File: src/rtl/multicycle_ctrl.sv
// rtl/multicycle_ctrl.sv - main control FSM for the multicycle MIPS core
// Optional BNE support: define MULTICYCLE_CTRL_BNE_EN
module multicycle_ctrl #(
  parameter logic [5:0] LW_OP    = 6'h23,
  parameter logic [5:0] SW_OP    = 6'h2B,
  parameter logic [5:0] RTYPE_OP = 6'h00,
  parameter logic [5:0] BEQ_OP   = 6'h04,
  parameter logic [5:0] ADDI_OP  = 6'h08,
  parameter logic [5:0] J_OP     = 6'h02,
  parameter logic [5:0] BNE_OP   = 6'h05
) (
  input  logic       clk,
  input  logic       reset,
  input  logic [5:0] op,
  input  logic       zero,
  input  logic       memready,
  output logic       memwrite,
  output logic       irwrite,
  output logic       regwrite,
  output logic       iord,
  output logic       memtoreg,
  output logic       regdst,
  output logic       alusrca,
  output logic [1:0] alusrcb,
  output logic [1:0] aluop,
  output logic [1:0] pcsrc,
  output logic       pcen,
  output logic       instr_done,
  output logic       illegal_op
);

  localparam logic [3:0] FETCH   = 4'd0;
  localparam logic [3:0] DECODE  = 4'd1;
  localparam logic [3:0] MEMADR  = 4'd2;
  localparam logic [3:0] MEMRD   = 4'd3;
  localparam logic [3:0] MEMWB   = 4'd4;
  localparam logic [3:0] MEMWR   = 4'd5;
  localparam logic [3:0] RTYPEEX = 4'd6;
  localparam logic [3:0] RTYPEWB = 4'd7;
  localparam logic [3:0] BEQEX   = 4'd8;
  localparam logic [3:0] ADDIEX  = 4'd9;
  localparam logic [3:0] ADDIWB  = 4'd10;
  localparam logic [3:0] JEX     = 4'd11;
  localparam logic [3:0] BNEEX   = 4'd12;

  logic [3:0] state_q, state_d;
  logic       pcwrite, branch, branchne;

  // State register; reset abandons any instruction in flight
  always_ff @(posedge clk or negedge reset) begin
    if (!reset) state_q <= FETCH;
    else        state_q <= state_d;
  end

  // Next state and per-state output decode; everything is forced low during reset
  always_comb begin
    state_d    = FETCH;
    memwrite   = 1'b0;
    irwrite    = 1'b0;
    regwrite   = 1'b0;
    iord       = 1'b0;
    memtoreg   = 1'b0;
    regdst     = 1'b0;
    alusrca    = 1'b0;
    alusrcb    = 2'b00;
    aluop      = 2'b00;
    pcsrc      = 2'b00;
    instr_done = 1'b0;
    illegal_op = 1'b0;
    pcwrite    = 1'b0;
    branch     = 1'b0;
    branchne   = 1'b0;
    case (state_q)
      FETCH: begin
        alusrcb = 2'b01;
        irwrite = memready;
        pcwrite = memready;
        state_d = memready ? DECODE : FETCH;
      end
      DECODE: begin
        alusrcb = 2'b11;
        case (op)
          LW_OP, SW_OP: state_d = MEMADR;
          RTYPE_OP:     state_d = RTYPEEX;
          BEQ_OP:       state_d = BEQEX;
          ADDI_OP:      state_d = ADDIEX;
          J_OP:         state_d = JEX;
`ifdef MULTICYCLE_CTRL_BNE_EN
          BNE_OP:       state_d = BNEEX;
`else
          BNE_OP: begin
            illegal_op = 1'b1;
            state_d    = FETCH;
          end
`endif
          default: begin
            illegal_op = 1'b1;
            state_d    = FETCH;
          end
        endcase
      end
      MEMADR: begin
        alusrca = 1'b1;
        alusrcb = 2'b10;
        state_d = (op == LW_OP) ? MEMRD : MEMWR;
      end
      MEMRD: begin
        iord    = 1'b1;
        state_d = memready ? MEMWB : MEMRD;
      end
      MEMWB: begin
        memtoreg   = 1'b1;
        regwrite   = 1'b1;
        instr_done = 1'b1;
      end
      MEMWR: begin
        iord       = 1'b1;
        memwrite   = 1'b1;
        instr_done = memready;
        state_d    = memready ? FETCH : MEMWR;
      end
      RTYPEEX: begin
        alusrca = 1'b1;
        aluop   = 2'b10;
        state_d = RTYPEWB;
      end
      RTYPEWB: begin
        regdst     = 1'b1;
        regwrite   = 1'b1;
        instr_done = 1'b1;
      end
      BEQEX: begin
        alusrca    = 1'b1;
        aluop      = 2'b01;
        pcsrc      = 2'b01;
        branch     = 1'b1;
        instr_done = 1'b1;
      end
      ADDIEX: begin
        alusrca = 1'b1;
        alusrcb = 2'b10;
        state_d = ADDIWB;
      end
      ADDIWB: begin
        regwrite   = 1'b1;
        instr_done = 1'b1;
      end
      JEX: begin
        pcsrc      = 2'b10;
        pcwrite    = 1'b1;
        instr_done = 1'b1;
      end
`ifdef MULTICYCLE_CTRL_BNE_EN
      BNEEX: begin
        alusrca    = 1'b1;
        aluop      = 2'b01;
        pcsrc      = 2'b01;
        branchne   = 1'b1;
        instr_done = 1'b1;
      end
`endif
      default: state_d = FETCH;
    endcase
    if (!reset) begin
      irwrite    = 1'b0;
      memwrite   = 1'b0;
      regwrite   = 1'b0;
      iord       = 1'b0;
      memtoreg   = 1'b0;
      regdst     = 1'b0;
      alusrca    = 1'b0;
      alusrcb    = 2'b00;
      aluop      = 2'b00;
      pcsrc      = 2'b00;
      instr_done = 1'b0;
      illegal_op = 1'b0;
      pcwrite    = 1'b0;
      branch     = 1'b0;
      branchne   = 1'b0;
    end
    pcen = pcwrite | (branch & zero) | (branchne & ~zero);
  end

endmodule

File: config.mk
export PLATFORM = sky130hd
export DESIGN_NAME = multicycle_ctrl
export DESIGN_NICKNAME = d
export VERILOG_FILES = /design/src/rtl/multicycle_ctrl.sv
export SDC_FILE = /design/constraint.sdc
export NUM_CORES = 1
export LEC_CHECK = 0
export CAP_MARGIN = 10
export CORE_UTILIZATION = 38
export DETAILED_ROUTE_END_ITERATION = 6
export PLACE_DENSITY = 0.83
export SLEW_MARGIN = 20
export SYNTH_ARGS = -nofsm -noshare
export SYNTH_HDL_FRONTEND = slang
export SYNTH_SLANG_ARGS = --single-unit
File: constraint.sdc
create_clock -name clk -period 1.15 [get_ports clk]
set_input_delay 0.115 -clock clk [delete_from_list [all_inputs] [get_ports clk]]
set_output_delay 0.115 -clock clk [all_outputs]
set_load 0.05 [all_outputs]
==> results of run 1 <==
## kinds of logic after synthesis
logic type,after synthesis,share of synthesized area [%]
DFF,4,15.36
buffers and inverters,9,8.637
AOI/OAI and AO/OA,19,21.50
adders and majority gates,1,1.536
and+or+nand+nor,48,48.94
xor gates and xnor gates,3,4.031
## synth_stat cells, types with 3 or more instances
master,count
a21oi_1,3
buf_2,6
dfrtp_1,4
nand2_1,5
nand3b_1,3
nand4_1,4
nor2_1,7
nor2b_1,4
nor3_1,7
nor4b_1,3
o21ai_0,3
## metrics by stage
step / cells / TNS [ns] / hold WS, ns / cell area, um^2 / util, %
3_5_place_dp: 148 / -6.476 / 0.5696 / 1403 / 89.97
3_3_place_gp: 148 / -5.342 / 0.5376 / 1403 / 89.97
2_1_floorplan: 84 / -4.735 / -0.1806 / 827.0 / -
==> out/metrics.cfg, run 1 <==
[run_status]
status = aborted with a tool error
firstError = [ERROR DPL-0033] detailed placement checks failed during check placement.
haltStage = 4_1_cts

[floorplan]
die_h_um = 43.42
die_w_um = 43.42
initial_core_util_pct = 41.81
num_rows = 14
pin_count = 26

[clock_network]
cts_max_level = 1
cts_resized = 20
post-cts-setup-buffers = 4
ctsLongestPathBuffers = 2
clock-root-buffer = clkbuf_4
cts_buffers = 3
cts_sinks = 4
ctsHoldBuffers = 0

[synthesis]
synth.distinct_cells = 39
synthTopCellsByArea = dfrtp_1 15%, nor3_1 5.4%, buf_2 4.6%
netlist_instances = 84
netlist_area_um2 = 651.9
synth-seq-area-share_pct = 15.36
synthFlopType = dfrtp_1
synth_edf_count = 0
synth_top_area_share_pct = 15.36
syn_nets = 94
syn_avg_cell_area_um2 = 7.760
ys_async_sr_fraction_pct = 100.0
ys_ff_latch = 4
ys_warn_count = 0
synth_largest_area_cell = dfrtp_1

[place]
place.port_buffers = 25
hpwl_um = 2142
place_ws_ns = -0.4311
gp_congestion = 0.9226

==> run 2, diff against run 1 <==
CORE_AREA = 2 2 63 65   (was default)
CORE_UTILIZATION = default   (was 38)
DIE_AREA = 0 0 65 67   (was default)
PLACE_DENSITY = default   (was 0.83)
PLACE_DENSITY_LB_ADDON = 0.15   (was default)
clock period = 1.5 ns   (was 1.15 ns; I/O delays follow)
==> run 2 against run 1 <==
Effect of this change: the flow now finishes, with violations (negative setup slack); area after synthesis unchanged; synthesized cell count stayed put.
==> out/metrics.cfg, run 2 <==
[final_layout]
reg_top3 = state_q: 4 flops
stdcell_area_um2 = 1644
largest_register_ffs = 4
final_common_cell = buf_4
largest_register = state_q
fin_nets = 150
drive_gt1_share_pct = 65.22
areaGrowthSynthToFinish_pct = 152.2
n_fill_cell = 340
finalNonFillerCells = 186
layout_common_cells = 27 x buf_4, 17 x buf_12, 9 x clkdlybuf4s50_1
utilization_pct = 45.59
n_antenna_cell = 0

[grt]
gr-usage-all-layers_pct = 12.47
antenna_found_initial = 0
grt_max_degree = 10
gr-total-overflow = 0
grt_pass1_vias = 923
grt_pass1_wl_um = 4305

[floorplan]
initial_core_util_pct = 18.08  ; was 41.81%
die_area_um2 = 4355
pin_count = 26  ; unchanged
num_rows = 22  ; was 14
die_w_um = 65  ; was 43.42 um
core_area_um2 = 3606
die_h_um = 67  ; was 43.42 um

[worst_setup_path]
worstPathArrival_ns = 1.47
cp.required_ns = 1.35
timing.rr.end = state_q[2]$_DFF_PN0_
r2r-start = state_q[1]$_DFF_PN0_
endpoint_kind = primary output
criticalPathCategory = register to primary output
reg2reg_depth = 6
critical_path.cell_chain = nand3b_1, nor3_4, o2bb2ai_2, buf_12
reg2reg_slack_ns = 0.03
max_stage_delay_ns = 0.47
slowest_stage = dfrtp_2
startpoint_type = register
worstPathMaxFanout = 8

[place]
dp_cells = 175  ; was 148
dpl_cell_area_um2 = 1358  ; was 1403 um^2
gp_congestion = 0.8474  ; was 0.9226
place.port_buffers = 25  ; unchanged
hpwl_um = 1898  ; was 2142 um

[synthesis]
ys_async_sr_fraction_pct = 100.0  ; unchanged
synth_edf_count = 0  ; unchanged
synth_top_area_share_pct = 15.36  ; unchanged
synthFlopType = dfrtp_1  ; unchanged
netlist_instances = 84  ; unchanged
synth.distinct_cells = 39  ; unchanged
ys_warn_count = 0  ; unchanged
synthTopCellsByCount = 7 x nor2_1, 7 x nor3_1, 6 x buf_2  ; unchanged
syn_avg_cell_area_um2 = 7.760  ; unchanged
ys_ff_latch = 4  ; unchanged
netlist_area_um2 = 651.9  ; unchanged
syn_nets = 94  ; unchanged
synth-seq-area-share_pct = 15.36  ; unchanged
synthTopCellsByArea = dfrtp_1 15%, nor3_1 5.4%, buf_2 4.6%  ; unchanged
synth_largest_area_cell = dfrtp_1  ; unchanged

[run_status]
status = finished with violations  ; was aborted with a tool error
violations = negative setup slack

[route]
viasPerCell = 4.715
drc_errors = 0
routedWlPerCell_um = 13.53
firstDrtPassIters = 4
num_vias = 877
initialDrtViolationCount = 25
ant_nets = 0
totalWireLength_um = 2517

[hold_path]
hold_class = input pin to async pin

[clock_network]
cts_sinks = 4  ; unchanged
cts_buffers = 3  ; unchanged
cts_tree = built
cts_max_level = 1  ; unchanged
path_clk_slew_ns = 0.03
worstSkewPairLatency_ns = 0.22
clock-root-buffer = clkbuf_8  ; was clkbuf_4
ctsLongestPathBuffers = 2  ; unchanged
ctsHoldBuffers = 0  ; unchanged

[sta]
period_share_pct = 108.2
finalSetupViolCount = 14
drv_slew = 0
fmax_mhz = 616.4
finalSetupTns_ns = -0.9735
worstMarginPinSlew_ns = 0.3188
min_period_ns = 1.622
finClkSkew_ns = 0.0003453
rsz0062_at_grt = yes
max_slew_margin_pct = 78.74
setup_slack_ns = -0.1223
hold_viol_final = 0

[power_and_ir_drop]
leakage_nw = 0.5945
power_density_nw_per_um2 = 770.7
finalPower_w = 0.001267
peakVddDrop_mv = 0.3193

[flow_run]
maxCapViolCount = 0

run 2: cell counts after synthesis:
Identical to the previous run, type by type.
run 2: cells by family (layout without fill, tap and decap cells):
logic type               count (synthesis)  after routing  synth area share [%]
XOR/XNOR                                 3              3                 4.031
buffers and inverters                    9             63                 8.637
flip-flops                               4              4                 15.36
adder cells (fa/ha/maj)                  1              1                 1.536
AO/OA/AOI/OAI                           19             19                 21.50
AND/OR/NAND/NOR                         48             48                 48.94
run 2: worst max path at each step:
stage | start | to | cells past startpoint
finish | state_q[2]$_DFF_PN0_ | pcen | 4
global route | state_q[2]$_DFF_PN0_ | pcen | 4
CTS | state_q[2]$_DFF_PN0_ | pcen | 4
detailed placement | op[2] | illegal_op | 5
global placement | op[2] | illegal_op | 5
floorplan | state_q[3]$_DFF_PN0_ | aluop[1] | 4
run 2: final cells by class:
class	instances	area (um^2)	area share (%)
clock buffers	3	41.29	2.511
repair buffers	60	711.9	43.30
multi-input cells	71	725.7	44.14
well taps	48	60.06	3.653
flip-flops and latches	4	105.1	6.393
run 2: layer usage:
layer	GRT usage [%]	vias to the layer above	part of all wire [%]
met4	4.787	0	0.87
met5	0	-	0
met2	21.01	12	52
li1	-	432	-
met3	0.5068	3	1.7
met1	16.77	430	46
run 2: worst max-delay path, delay by kind of cell, from the launching register on:
family          cells  cell delay, ns
compound gates      1            0.15
buf+inv             1            0.16
flops               1            0.47
simple gates        2            0.47
run 2: power by group:
| part | internal [W] | switching (W) |
|---|---|---|
| logic | 0.000440 | 0.000430 |
| registers | 0.000127 | 0.0000453 |
| clock network | 0.000171 | 0.0000545 |
run 2: what timing repair did:
action	CTS	global route
endpoints found under the setup margin	15	18
resized for setup	25	13
pin swaps	9	5
buffers inserted	4	4
run 2: stage by stage:
step	setup slack, ns	hold WS (ns)
floorplan	-0.2414	-0.1456
global placement	-0.1503	0.5741
detailed placement	-0.1580	0.5781
CTS	-0.1364	0.3655
global route	-0.2053	0.3926
finish	-0.1223	0.3672
(Power assumes the default switching activity.)
